File: src/rtl/lampfpu_tay_rnd_queue.sv
// Purpose : round-to-nearest-even of the Taylor multiplier result, pack to
//           bfloat16 and buffer it in a DEPTH-entry FIFO toward the exp accumulator.
// Latency : 1 cycle from valid_i to res_valid_o/res_o (push and head update on one edge).
// Backpr. : valid/ready on the output; the multiplier cannot stall, so space_o tells the
//           sequencer whether one more in-flight result still fits. Overruns are dropped
//           and recorded in flags_o[0].
//
// Ports:
//   clk, rst            clock (posedge) and asynchronous active-low reset
//   valid_i             1-cycle pulse per multiplier result
//   s_i, e_i, f_i       sign, post-norm exponent, {ovf,hidden,frac,G,R,S}
//   isToRound_i         0: special value, exponent/fraction passed through untouched
//   isOverflow_i        overflow already detected upstream
//   isUnderflow_i       underflow already detected upstream
//   space_o             >=2 free entries after this cycle's push/pop
//   res_valid_o/ready_i FIFO head handshake
//   res_o               packed {s,e,frac} at the FIFO head
//   flags_o             sticky {overflow, underflow, inexact, drop_err}
//   clr_flags_i         synchronous clear of flags_o (a same-cycle event still sets its bit)
module lampfpu_tay_rnd_queue #(
  parameter int E_DW  = 8,
  parameter int F_DW  = 7,
  parameter int DEPTH = 4
) (
  input  logic                   clk,
  input  logic                   rst,
  input  logic                   valid_i,
  input  logic                   s_i,
  input  logic [E_DW-1:0]        e_i,
  input  logic [F_DW+4:0]        f_i,
  input  logic                   isToRound_i,
  input  logic                   isOverflow_i,
  input  logic                   isUnderflow_i,
  output logic                   space_o,
  output logic                   res_valid_o,
  input  logic                   res_ready_i,
  output logic [E_DW+F_DW:0]     res_o,
  output logic [3:0]             flags_o,
  input  logic                   clr_flags_i
);

  localparam int W  = 1 + E_DW + F_DW;
  localparam int AW = (DEPTH > 1) ? $clog2(DEPTH) : 1;
  localparam int CW = AW + 1;

  // ---------------------------------------------------------------------------
  // Rounding (purely combinational on the input result)
  // ---------------------------------------------------------------------------
  logic            w_lsb, w_g, w_rs, w_up, w_inexact;
  logic [W-1:0]    w_sum;
  logic [E_DW-1:0] w_e_rnd, w_e;
  logic [F_DW-1:0] w_frac;
  logic            w_inf, w_ovf, w_unf;
  logic [W-1:0]    w_wdat;

  assign w_lsb     = f_i[3];
  assign w_g       = f_i[2];
  assign w_rs      = f_i[1] | f_i[0];
  // Special values bypass rounding entirely: no increment, never inexact.
  assign w_up      = isToRound_i & w_g & (w_rs | w_lsb);
  assign w_inexact = isToRound_i & (w_g | w_rs);

  // Adding into the concatenated {e,frac} lets a fraction carry ripple into the
  // exponent, which handles both subnormal->normal promotion and mantissa wrap.
  assign w_sum   = {1'b0, e_i, f_i[F_DW+2:3]} + W'(w_up);
  assign w_e_rnd = w_sum[E_DW+F_DW-1:F_DW];
  // Top bit only sets if e_i was already all-ones; treat it as infinity too.
  assign w_inf   = isToRound_i & (w_sum[W-1] | (&w_e_rnd));

  always_comb begin
    w_e    = w_e_rnd;
    w_frac = w_sum[F_DW-1:0];
    if (w_inf) begin
      w_e    = '1;
      w_frac = '0;
    end
  end

  assign w_ovf  = isOverflow_i | w_inf;
  assign w_unf  = isUnderflow_i & w_inexact;
  assign w_wdat = {s_i, w_e, w_frac};

  // ---------------------------------------------------------------------------
  // FIFO control
  // ---------------------------------------------------------------------------
  logic [W-1:0]    r_mem [DEPTH];
  logic [AW-1:0]   r_wr_ptr, r_rd_ptr;
  logic [CW-1:0]   r_count;
  logic [W-1:0]    r_res;
  logic [3:0]      r_flags;

  logic            w_full, w_pop, w_push, w_drop;
  logic [CW-1:0]   w_count_nxt, w_remain;
  logic [AW-1:0]   w_wr_ptr_nxt, w_rd_ptr_nxt;
  logic [W-1:0]    w_head_nxt;
  logic [3:0]      w_flags_nxt;

  assign res_valid_o = (r_count != '0);
  assign w_full      = (r_count == CW'(DEPTH));
  assign w_pop       = res_valid_o & res_ready_i;
  // A pop on the same edge frees the slot, so a push into a full FIFO is legal then.
  assign w_push      = valid_i & (~w_full | w_pop);
  assign w_drop      = valid_i & w_full & ~w_pop;

  assign w_count_nxt  = r_count + CW'(w_push) - CW'(w_pop);
  assign w_remain     = r_count - CW'(w_pop);
  assign w_wr_ptr_nxt = w_push ? r_wr_ptr + AW'(1) : r_wr_ptr;
  assign w_rd_ptr_nxt = w_pop  ? r_rd_ptr + AW'(1) : r_rd_ptr;

  // Two free slots are needed: one for a result issued now and one for the
  // result already in flight through the multiplier.
  assign space_o = (w_count_nxt <= CW'(DEPTH - 2));

  // res_o is a register holding the next head so it is glitch-free and simply
  // keeps its last value once the FIFO drains.
  always_comb begin
    w_head_nxt = r_res;
    if (w_count_nxt != '0) begin
      if (w_remain == '0) begin
        // FIFO is empty after the pop, so the new head is the entry being pushed.
        w_head_nxt = w_wdat;
      end else begin
        w_head_nxt = r_mem[w_rd_ptr_nxt];
      end
    end
  end

  // New events are ORed in after the clear so they win over a same-cycle clear.
  always_comb begin
    w_flags_nxt = clr_flags_i ? 4'b0000 : r_flags;
    if (w_push) begin
      w_flags_nxt[3] = w_flags_nxt[3] | w_ovf;
      w_flags_nxt[2] = w_flags_nxt[2] | w_unf;
      w_flags_nxt[1] = w_flags_nxt[1] | w_inexact;
    end
    if (w_drop) begin
      w_flags_nxt[0] = 1'b1;
    end
  end

  // Storage array needs no reset: entries are only read while counted valid.
  always_ff @(posedge clk) begin
    if (w_push) begin
      r_mem[r_wr_ptr] <= w_wdat;
    end
  end

  always_ff @(posedge clk or negedge rst) begin
    if (!rst) begin
      r_wr_ptr <= '0;
      r_rd_ptr <= '0;
      r_count  <= '0;
      r_res    <= '0;
      r_flags  <= '0;
    end else begin
      r_wr_ptr <= w_wr_ptr_nxt;
      r_rd_ptr <= w_rd_ptr_nxt;
      r_count  <= w_count_nxt;
      r_res    <= w_head_nxt;
      r_flags  <= w_flags_nxt;
    end
  end

  assign res_o   = r_res;
  assign flags_o = r_flags;

endmodule

File: config.mk
export PLATFORM = sky130hd
export DESIGN_NAME = lampfpu_tay_rnd_queue
export DESIGN_NICKNAME = d
export VERILOG_FILES = /design/src/rtl/lampfpu_tay_rnd_queue.sv
export SDC_FILE = /design/constraint.sdc
export NUM_CORES = 1
export LEC_CHECK = 0
export CORE_MARGIN = 5
export CORE_UTILIZATION = 50
export DETAILED_ROUTE_END_ITERATION = 6
export PLACE_DENSITY = 0.69
export SLEW_MARGIN = 5
export SYNTH_ARGS = -nofsm -noshare
export SYNTH_HDL_FRONTEND = slang
export SYNTH_SLANG_ARGS = --single-unit
File: constraint.sdc
create_clock -name clk -period 3.8 [get_ports clk]
set_input_delay 0.76 -clock clk [delete_from_list [all_inputs] [get_ports clk]]
set_output_delay 0.76 -clock clk [all_outputs]
set_load 0.01 [all_outputs]
* Yosys cells after proc, flatten, opt, wreduce, memory -nomap -nowiden
Memory sizes are Yosys's and may differ from the RTL's.
Cells that the tools add are included.
** Cells by class
- Equality and inequality tests :: 1
- Mux-type cells :: 9
- Bitwise gates (word level) :: 20
- Reduce and logical (&&, ||, !) cells :: 5
- Order comparisons :: 1
- $add $sub $neg :: 6
** Operator list (number)
- adder 15 x 1 -> 16 bit :: 1
- 2-to-1 mux 16 bit :: 1
- AND 1 bit :: 9
- OR 1 bit :: 9
- 2-to-1 mux 8 bit :: 1
- AND reduction 8 bit :: 1
- 2-to-1 mux 7 bit :: 1
- nonzero test 3 bit :: 2
- subtractor 3 x 1 -> 3 bit :: 2
- adder 2 x 1 -> 2 bit (second input constant) :: 2
- 2-to-1 mux 4 bit :: 1
- adder 3 x 1 -> 3 bit :: 1
- == test 3 bit (second input constant) :: 1
- <= comparator 3 x 2 -> 1 bit (second input constant) :: 1
- zero test 3 bit :: 1
- 2-to-1 mux 1 bit :: 3
- 2-to-1 mux 3 bit :: 1
- 2-to-1 mux 2 bit :: 1
- inverter 1 bit :: 2
- nonzero test 2 bit :: 1
** Storage, ports and cells
- Word-level logic and storage cells :: 49
- Memories kept :: 1
- Register bits after elaboration :: 27
- Bits in writable memories :: 64
- Input port bits :: 29
** Memory list
- r_mem :: words 4, bits a word 16, rd ports 1, clocked after memory_dff 0, wr ports 1, line 86 : logic [W-1:0] r_mem [DEPTH];

* Logic depth before layout (Yosys ltp)
Gate-level depths: netlist of run 1.
- Depth in word-level cells :: 10
- Mapped depth :: 15

* Least setup slack after synthesis of run 1
No wires, ideal clock.
- Path type :: input-to-reg
- Start :: input res_ready_i
- End :: register r_res[14] (netlist: res_o[14])
- Setup time :: 0.126 ns
- Data required time :: 3.674 ns
- Stages :: 15
- Data arrival time :: 3.310 ns
- Setup slack :: 0.364 ns
- Buffers on the path :: 2
- Path through :: nor4b_1 > nor2b_1 > clkbuf_1 > inv_1 > ha_1 > inv_1 > ha_1 > inv_1 > fa_1 > xor3_1 > or3_1 > buf_2 > nand2_1 > inv_1 > a221o_1
** Between the ends
- Word-level cells in the longest chain between the ends :: 6
- Elaborated cells between the ends (all ways) :: 11
** RTL lines
- from (decl) :: line 36 : input logic res_ready_i,
- AND 1 bit (*) :: line 100 : assign w_pop = res_valid_o & res_ready_i;
- OR 1 bit :: line 102 : assign w_push = valid_i & (~w_full | w_pop);
- AND 1 bit :: line 102
- adder 3 x 1 -> 3 bit :: line 105 : assign w_count_nxt = r_count + CW'(w_push) - CW'(w_pop);
- subtractor 3 x 1 -> 3 bit (*) :: line 105
- named net w_count_nxt[2] :: line 93 : logic [CW-1:0] w_count_nxt, w_remain;
- nonzero test 3 bit (*) :: line 118 : if (w_count_nxt != '0) begin
- to (signal assigned) :: line 159 : r_res <= w_head_nxt;
- to (decl) :: line 89 : logic [W-1:0] r_res;
The timed path passes the listed nets; every way through them passes the cells marked *.
A chain may end at the register's enable or synchronous reset.

* Final worst setup path of run 1
- Start :: input res_ready_i
- End :: output space_o
** Between the ends
- Word-level cells in the longest chain between the ends :: 6
** RTL lines
- AND 1 bit (*) :: line 100
- OR 1 bit :: line 102
- AND 1 bit :: line 102
- adder 3 x 1 -> 3 bit :: line 105
- subtractor 3 x 1 -> 3 bit (*) :: line 105
- named net w_count_nxt[1] :: line 93
- <= comparator 3 x 2 -> 1 bit (*) :: line 112 : assign space_o = (w_count_nxt <= CW'(DEPTH - 2));
- to (decl) :: line 34 : output logic space_o,
Marks and branches as above.

==> flow_summary.json, run 1 <==
{
  "h-tree-depth": 3,
  "skew_ps": 12.0,
  "ys_seq_area_share_pct": 60.0,
  "cts.sinks": 91,
  "p_leak_nw": 2.03,
  "async_flop_share_pct": 29.7,
  "grt_max_degree": 28,
  "yosysMostFrequentCell": "edfxtp_1",
  "core_um2": 8590,
  "fin_area_um2": 5390,
  "violations": "DRC",
  "routabilityCongestion": 0.848,
  "critPathArrivalTime_ps": 2830,
  "hold_path_class": "reg -> reg",
  "vias_per_cell": 5.63,
  "synth_adder_area_share_pct": 2.78,
  "rows": 34,
  "synthTopCellsByArea": "edfxtp_1 (44%), dfrtp_1 (16%), mux2_2 (5.5%)",
  "overflow": 0,
  "outcome": "finished with violations",
  "fmax_mhz": 279,
  "synth_edf_count": 64,
  "ys.flop_type": "edfxtp_1",
  "first_global_vias": 3007,
  "vias": 2993,
  "cts-root-buf": "clkbuf_8",
  "placed_area_um2": 5120,
  "p_per_area_nw_per_um2": 828,
  "critPathLaunchType": "primary input",
  "synthToLayoutAreaGrowth_pct": 24.6,
  "start_util_pct": 50.3,
  "drv_cap": 0,
  "io_pins": 51,
  "yosys_warnings": 0,
  "worstSkewPairLatency_ps": 340,
  "cts_tree": "built",
  "rsz0062_at_grt": "false",
  "die_h_um": 103,
  "diodes": 0,
  "crit_path_end_kind": "output port",
  "hold_buffers": 0,
  "ant_nets": 0,
  "die_area_um2": 10600,
  "grt_usage_pct": 19.7,
  "avgSynthCellArea_um2": 12.7,
  "path_clk_slew_ps": 90,
  "synth.area.mux_share_pct": 7.69,
  "path_class": "in -> out",
  "synth_cell_types": 59,
  "reg2reg_slack_ps": 520,
  "setup_viol": 0,
  "drtIter0Drc": 132,
  "numCtsBuffers": 9,
  "synth_top_area_share_pct": 44.4,
  "slew_violations": 0,
  "synth_top_family_by_area": "compound AO/OA/AOI/OAI gates",
  "cts_buffer_depth": 2,
  "fill_cells": 670,
  "drive_gt1_share_pct": 19.8,
  "slew_headroom_pct": 51.5,
  "period_share_pct": 94.5,
  "finalHoldViolations": 0,
  "synth_commonest_cells": "edfxtp_1 (64), dfrtp_1 (27), nor2_1 (24), mux2_2 (21), nand2_1 (16)",
  "io_buffers": 48,
  "synth_cells": 342,
  "irDropWorstVdd_mv": 0.324,
  "hpwl_um": 6780,
  "wire_per_inst_um": 18.6,
  "fin_cells": 532,
  "synth-xor-area-share_pct": 3.18,
  "drt-total-wl_um": 9890,
  "multi_input_area_um2": 1630,
  "synth_compound_area_share_pct": 12.4,
  "mappedNetlistArea_um2": 4330,
  "regArea_um2": 2600,
  "chipWidth_um": 103,
  "grt_pass1_wl_um": 15800,
  "antenna_found_initial": 0,
  "dp_cells": 515,
  "yosysTopAreaCell": "edfxtp_1",
  "synth_nets": 380,
  "ys_seq_elements": 91,
  "tightest_slew_ps": 728,
  "synthSimpleGateAreaFrac_pct": 11.0,
  "nNetsFinal": 457,
  "drc": 2,
  "min_period_ps": 3590,
  "crit_fanout": 2,
  "drtPass1Iterations": 6,
  "cp.required_ps": 3040
}
-- power breakdown --
group | leakage [nW] | internal (mW) | switching (mW)
Sequential | 0.907 | 1.37 | 0.155
Combinational | 1.00 | 1.08 | 1.08
Clock | 0.124 | 0.442 | 0.334
-- worst paths after layout --
check / start / to / cells past startpoint
setup / recovery: res_ready_i / space_o / 13
hold / removal: res_o[13] / res_o[13] / 2
setup reg to reg: r_count[0] / res_o[11] / 16
hold reg to reg: res_o[13] / res_o[13] / 2
max in group asynchronous: rst / r_count[1] / 2
min in group asynchronous: rst / res_o[1] / 2
-- cell usage in the layout, fill, tap and decap left out, types with 2 or more instances in the layout --
cell,netlist,final
and4_1,2,2
nor2_1,24,24
nand2_1,16,16
nor3_1,7,7
or2_2,2,2
o21a_1,2,2
a31oi_1,6,6
o211ai_1,3,3
and2_1,7,7
nand2b_1,3,3
xnor2_1,9,8
o2bb2ai_1,2,2
clkdlybuf4s50_1,0,46
o22ai_1,2,2
mux2i_1,7,7
buf_4,1,33
a221oi_1,5,5
or3_1,7,7
and3_1,3,3
a22oi_1,3,3
xor2_1,4,4
a21o_1,4,4
edfxtp_1,64,64
ha_1,8,7
nand3_1,11,11
bufinv_16,0,3
a211oi_1,6,6
dfrtp_1,27,27
inv_6,0,2
a221o_1,2,2
o21ai_0,12,12
mux2_2,21,21
nand4_1,5,5
inv_1,14,13
a21boi_0,3,3
a22o_1,2,2
a21oi_1,12,12
clkbuf_8,0,9
-- area by class of cell --
class                      instances  share of cell area, %
tap                              108                   2.51
sequential                        91                   48.2
timing repair buffer              81                   13.4
clock inverter                     7                   2.25
multi-input combinational        222                   30.3
inverter                          14                  0.975
clock buffer                       9                   2.30
-- routing by layer --
layer	up-vias	wire [um]	global-route usage [%]	part of all wire (%)
met2	69	5030	32.9	51
met5	-	0	0	0
met1	1476	4250	26.8	43
met3	5	545	2.64	5.5
met4	0	61	6.47	0.62
li1	1443	-	-	-
-- state kept, by name, summed over array words and instances (netlist names) --
| register | cells |
|---|---|
| flags_o | 4 |
| r_count | 3 |
| r_mem | 64 |
| r_rd_ptr | 2 |
| r_wr_ptr | 2 |
| res_o | 16 |
-- metrics by stage --
stage	worst slack, ps	hold slack, ps	TNS (ps)	utilization [%]	power (mW)
after global placement	-472	468	-2290	59.6	3.64
after floorplan	364	464	0	-	2.81
after detailed placement	-524	474	-3240	59.6	3.69
after global routing	89.1	508	0	62.7	4.77
final	210	483	0	62.7	4.46
after CTS	13.6	494	0	62.7	4.51
-- cell families after synthesis --
kind of cell               count (synthesis)
xor gates and xnor gates                  14
DFF                                       91
buffers and inverters                     29
muxes                                     30
AOI/OAI and AO/OA                         75
and+or+nand+nor                           94
adders and majority gates                  9
-- critical path, cell delays in order --
cell and delay (ps):
clkdlybuf4s15_2 210, nor4b_4 280, buf_4 160, nor2b_2 40, inv_1 80, ha_1 230
inv_1 60, ha_2 170, inv_2 40, fa_2 520, inv_1 60, a21oi_1 110
buf_2 140
-- timing repair --
item                       in CTS  in global routing
buffers inserted                1                  0
pin swaps                       3                  1
setup endpoints to repair       1                  3
gates resized for setup        12                  1
gates cloned                    0                  0
(Power assumes the default switching activity.)
==> run 2, diff against run 1 <==
--- a/config.mk
+++ b/config.mk
@@ -6,9 +6,9 @@
 export NUM_CORES = 1
 export LEC_CHECK = 0
 export CORE_MARGIN = 5
-export CORE_UTILIZATION = 50
+export CORE_UTILIZATION = 30
 export DETAILED_ROUTE_END_ITERATION = 6
-export PLACE_DENSITY = 0.69
+export PLACE_DENSITY = 0.44
 export SLEW_MARGIN = 5
 export SYNTH_ARGS = -nofsm -noshare
 export SYNTH_HDL_FRONTEND = slang
==> run 2 against run 1 <==
The flow now finishes without violations. Wire length rose by 16%. Fmax up 0.94%. Setup slack better by 34 ps. Global-route usage decreased by 5.2 points. Largest cell class unchanged.
==> flow_summary.json, run 2 (synthesized netlist as in run 1, its figures left out) <==
{
  "rr_worst_depth": 15,
  "final_common_cell": "edfxtp_1",
  "use_met2_pct": 24.3,
  "crit_fanout": 2,
  "hold_path_class": "reg -> reg",
  "largest-register": "r_mem",
  "critPathLaunch": "valid_i",
  "drive_gt1_share_pct": 19.5,
  "drtPass1Iterations": 4,
  "grtUsageMet3_pct": 2.17,
  "slew_violations": 0,
  "path_class": "in -> out",
  "worstSkewPairLatency_ps": 340,
  "min_period_ps": 3560,
  "nNetsFinal": 459,
  "ant_nets": 0,
  "p_per_area_nw_per_um2": 840,
  "grt_pass1_wl_um": 18100,
  "die_h_um": 130,
  "r2r-end": "res_o[10]",
  "drt-total-wl_um": 11400,
  "irDropWorstVdd_mv": 0.341,
  "busiest_layer": "met2",
  "grt_usage_pct": 14.5,
  "power_mw": 4.66,
  "fmax_mhz": 281,
  "cp.required_ps": 3040,
  "routabilityCongestion": 0.769,
  "fill_cells": 1384,
  "period_share_pct": 93.6,
  "worstSetupEndpoint": "space_o",
  "hpwl_um": 7820,
  "overflow": 0,
  "diodes": 0,
  "grt_max_degree": 28,
  "synthToLayoutAreaGrowth_pct": 28.3,
  "critPathArrivalTime_ps": 2800,
  "drc": 0,
  "path_clk_slew_ps": 70,
  "rsz0062_at_grt": "false",
  "die_area_um2": 16900,
  "first_global_vias": 3200,
  "finalHoldViolations": 0,
  "cts_tree": "built",
  "regArea_um2": 2600,
  "multi_input_area_um2": 1640,
  "cts_buffer_depth": 2,
  "skew_ps": 6.08,
  "h-tree-depth": 3,
  "drtIter0Drc": 165,
  "placed_area_um2": 5210,
  "antenna_found_initial": 0,
  "start_util_pct": 30.9,
  "largest_reg_flops": 64,
  "critPathLaunchType": "primary input",
  "crit_path_end_kind": "output port",
  "drv_cap": 0,
  "grt.met1_usage_pct": 18.6,
  "outcome": "completed",
  "setup_tns_ps": 0,
  "io_buffers": 48,
  "rows": 43,
  "wire_per_inst_um": 18.9,
  "fin_area_um2": 5550,
  "cts-root-buf": "clkbuf_16",
  "core_um2": 14000,
  "dp_cells": 587,
  "hold_buffers": 0,
  "tightest_slew_ps": 755,
  "numCtsBuffers": 9,
  "layout_common_cells": "edfxtp_1 (64), clkdlybuf4s50_1 (46), buf_4 (35)",
  "chipWidth_um": 130,
  "setup_viol": 0,
  "io_pins": 51,
  "reg2reg_slack_ps": 450,
  "r2r-start": "r_count[0]",
  "fin_cells": 606,
  "cts.sinks": 91,
  "p_leak_nw": 2.06,
  "vias_per_cell": 4.96,
  "slew_headroom_pct": 49.7,
  "vias": 3004
}
[run 2: cell types whose count changed in the layout (fill, tap and decap cells not counted), sizes merged]
cell      previous run  this run
inv                 16        14
bufinv               3         1
clkbuf               9        11
clkinvlp             0         2
buf                 34        36
[run 2: stage by stage]
step	hold WS (ps)	util [%]	setup slack, ps
detailed placement	485	37.3	-579
floorplan	464	-	364
finish	499	39.7	243
global placement	478	37.3	-533
global route	519	39.7	98.4
CTS	500	39.7	8.84
[run 2: layout make-up]
| class | count | area share [%] |
|---|---|---|
| Clock buffer | 11 | 4.37 |
| Clock inverter | 5 | 0.947 |
| Inverter | 14 | 0.947 |
| Multi-Input combinational cell | 222 | 29.6 |
| Sequential cell | 91 | 46.8 |
| Tap cell | 180 | 4.06 |
| Timing Repair Buffer | 83 | 13.3 |
[run 2: critical path, stage by stage]
cell,delay [ps]
clkdlybuf4s50_1,470
nor2b_2,150
inv_1,70
ha_1,280
inv_1,50
ha_1,120
inv_1,50
fa_2,340
xor3_1,230
a21oi_2,120
buf_2,140
[run 2: report_power, final]
part | switching, mW | internal (mW) | total (mW) | leakage [nW]
combinational | 1.14 | 1.09 | 2.23 | 1.01
clock | 0.368 | 0.523 | 0.892 | 0.137
sequential | 0.164 | 1.37 | 1.54 | 0.907
[run 2: worst min-delay path by stage]
| stage | end | slack (ps) | cells after the start | from |
|---|---|---|---|---|
| finish | res_o[13] | 500 | 2 | res_o[13] |
| global route | flags_o[1] | 520 | 1 | flags_o[1] |
| CTS | res_o[13] | 500 | 2 | res_o[13] |
| detailed placement | res_o[13] | 490 | 2 | res_o[13] |
| global placement | res_o[13] | 480 | 2 | res_o[13] |
| floorplan | flags_o[0] | 460 | 0 | rst |
[run 2: timing repair]
| item | CTS | global route |
|---|---|---|
| cloned | 0 | 0 |
| endpoints found under the setup margin | 1 | 8 |
| resized for setup | 11 | 1 |
| setup buffers | 3 | 0 |
| pin swaps | 3 | 1 |
[run 2: per-layer routing]
layer	share of wire, %	vias to the layer above
met4	1.9	0
met1	46	1490
li1	-	1453
met2	49	50
met3	3.0	11
met5	0	-
==> run 3, diff against run 2 <==
--- a/config.mk
+++ b/config.mk
@@ -6,9 +6,10 @@
 export NUM_CORES = 1
 export LEC_CHECK = 0
 export CORE_MARGIN = 5
-export CORE_UTILIZATION = 30
+export CORE_UTILIZATION = 56
+export CTS_CLUSTER_SIZE = 20
 export DETAILED_ROUTE_END_ITERATION = 6
-export PLACE_DENSITY = 0.44
+export PLACE_DENSITY = 0.76
 export SLEW_MARGIN = 5
 export SYNTH_ARGS = -nofsm -noshare
 export SYNTH_HDL_FRONTEND = slang
==> constraint.sdc (replaced) <==
create_clock -name clk -period 3.8 [get_ports clk]
set_input_delay 0.57 -clock clk [delete_from_list [all_inputs] [get_ports clk]]
set_output_delay 0.57 -clock clk [all_outputs]
set_load 0.01 [all_outputs]
==> run 3 against run 2 <==
Global-route usage increased by 6.8 points. First-iteration DRC count increased by 42%. Sequential share of layout area increased by 2.5 points. Final cell count decreased by 14%. Register-to-register slack got worse by 80 ps. Combinational power decreased by 6%. Clock skew increased by 4.1 ps. Cell area decreased by 5.0%. Non-clock buffer count decreased by 8. Die area decreased by 43%. Wire length decreased by 12%. Via count increased by 2.5%. Critical endpoint unchanged. Largest power group unchanged.
==> flow_summary.json, run 3 (synthesized netlist as in run 1, its figures left out) <==
{
  "crit_path_top_delay_cell": "clkdlybuf4s50_1",
  "grt_max_degree": 28,
  "hold_path_class": "reg -> reg",
  "slew_headroom_pct": 50.3,
  "chipWidth_um": 97.9,
  "setup_viol": 0,
  "crit_fanout": 3,
  "cts-root-buf": "clkbuf_8",
  "nNetsFinal": 451,
  "cts_buffer_depth": 2,
  "vias_per_cell": 5.92,
  "drc": 0,
  "drive_gt1_share_pct": 17.2,
  "final_common_cell": "edfxtp_1",
  "reg2reg_slack_ps": 370,
  "multi_input_area_um2": 1620,
  "first_global_vias": 3083,
  "hpwl_um": 6730,
  "placed_area_um2": 5060,
  "critPathLaunchType": "primary input",
  "io_pins": 51,
  "slew_violations": 0,
  "drv_cap": 0,
  "cts_tree": "built",
  "synthToLayoutAreaGrowth_pct": 21.9,
  "holdWs_ps": 486,
  "fill_cells": 543,
  "vias": 3078,
  "slowest_delay_ps": 450,
  "cp_top_family": "buffers and inverters",
  "grt_usage_pct": 21.3,
  "rows": 32,
  "start_util_pct": 56.9,
  "routabilityCongestion": 0.870,
  "largest-register": "r_mem",
  "final_util_pct": 69.3,
  "path_class": "in -> out",
  "fin_area_um2": 5270,
  "worstSkewPairLatency_ps": 360,
  "crit_chain": "clkdlybuf4s50_1, nor4b_2, buf_4, nor2b_1, inv_1, ha_1, inv_1, ha_1, inv_1, fa_1, xor3_1, a21oi_1, clkbuf_2",
  "core_um2": 7610,
  "die_area_um2": 9580,
  "layout_common_cells": "edfxtp_1 (64), clkdlybuf4s50_1 (47), dfrtp_1 (27), buf_4 (27), nor2_1 (24)",
  "r2r-end": "res_o[11]",
  "grt_pass1_wl_um": 15800,
  "p_per_area_nw_per_um2": 813,
  "skew_ps": 10.2,
  "fmax_mhz": 273,
  "rsz0062_at_grt": "false",
  "drt-total-wl_um": 10100,
  "drtPass1Iterations": 5,
  "period_share_pct": 96.5,
  "overflow": 0,
  "cp.buffers_inverters": 6,
  "cpMostUsedCell": "inv_1",
  "min_period_ps": 3670,
  "cp.required_ps": 3230,
  "largest_reg_flops": 64,
  "finalWorstSetupSlack_ps": 131,
  "irDropWorstVdd_mv": 0.408,
  "hold_depth": 2,
  "dp_worst_setup_slack_ps": -243,
  "io_buffers": 48,
  "antenna_found_initial": 0,
  "hold_path_startpoint": "res_o[13]",
  "drtIter0Drc": 234,
  "regArea_um2": 2600,
  "diodes": 0,
  "rr_worst_depth": 16,
  "tightest_slew_ps": 745,
  "crit_path_end_kind": "output port",
  "worstHoldEndpoint": "res_o[13]",
  "critPathArrivalTime_ps": 3100,
  "numCtsBuffers": 9,
  "r2r-start": "r_count[2]",
  "power_mw": 4.29,
  "p_leak_nw": 1.97,
  "cts.sinks": 91,
  "ant_nets": 0,
  "finalHoldViolations": 0,
  "h-tree-depth": 3,
  "wire_per_inst_um": 19.3,
  "outcome": "completed",
  "die_h_um": 97.9,
  "path_clk_slew_ps": 90
}
==> run 3: cell types whose count changed in the layout (fill, tap and decap cells not counted), sizes merged <==
| cell | before | now |
|---|---|---|
| clkdlybuf4s50 | 46 | 47 |
| clkdlybuf4s15 | 1 | 0 |
| clkbuf | 11 | 10 |
| clkinv | 2 | 3 |
| buf | 36 | 27 |
| clkinvlp | 2 | 1 |
| inv | 14 | 16 |
==> run 3: layer usage <==
| metal | share of wire, % | vias to the layer above | GRT usage [%] | routed length [um] |
|---|---|---|---|---|
| met5 | 0 | - | 0 | 0 |
| met4 | 2.1 | 0 | 9.05 | 216 |
| met3 | 6.5 | 17 | 2.93 | 653 |
| met2 | 51 | 138 | 36.4 | 5130 |
| met1 | 40 | 1482 | 27.2 | 4050 |
| li1 | - | 1441 | - | - |
==> run 3: final cells by class <==
type / instances / area share [%]
inverter: 14 / 0.996
tap: 102 / 2.42
timing repair buffer: 75 / 12.9
clock inverter: 7 / 1.45
sequential: 91 / 49.3
clock buffer: 9 / 2.35
multi-input combinational: 222 / 30.7
==> run 3: where the power goes <==
| group | leakage [nW] | total, mW | switching, mW | internal [mW] |
|---|---|---|---|---|
| clock network | 0.0979 | 0.660 | 0.352 | 0.309 |
| logic | 0.965 | 2.09 | 1.08 | 1.01 |
| registers | 0.907 | 1.54 | 0.166 | 1.37 |
==> run 3: per-stage QoR <==
step / instances / TNS, ps
finish: 520 / 0
global placement: 503 / -111
CTS: 519 / 0
global route: 520 / 0
detailed placement: 503 / -753
floorplan: 342 / 0
==> run 3: worst max-delay path by stage <==
stage	slack [ps]	cells past startpoint	endpoint	start
floorplan	550	15	res_o[14]	res_ready_i
global placement	-110	13	space_o	res_ready_i
detailed placement	-240	13	space_o	res_ready_i
CTS	80	13	space_o	res_ready_i
global route	20	17	res_o[6]	res_ready_i
finish	130	13	space_o	res_ready_i
==> run 3: worst register-to-register path: cells and delay by family, from the launching register on <==
kind,cells,cell delay (ps)
buf+inv,7,890
fa+ha+maj,3,760
simple gates,3,680
flops,1,520
compound gates,2,290
xor+xnor,1,240
==> run 3: timing repair <==
action	4_1_cts	5_1_grt
buffers inserted	0	1
endpoints found under the hold margin	0	0
cloned	0	0
gates resized for setup	2	2
pin swaps	0	1
endpoints found under the setup margin	1	1
hold buffers	0	0
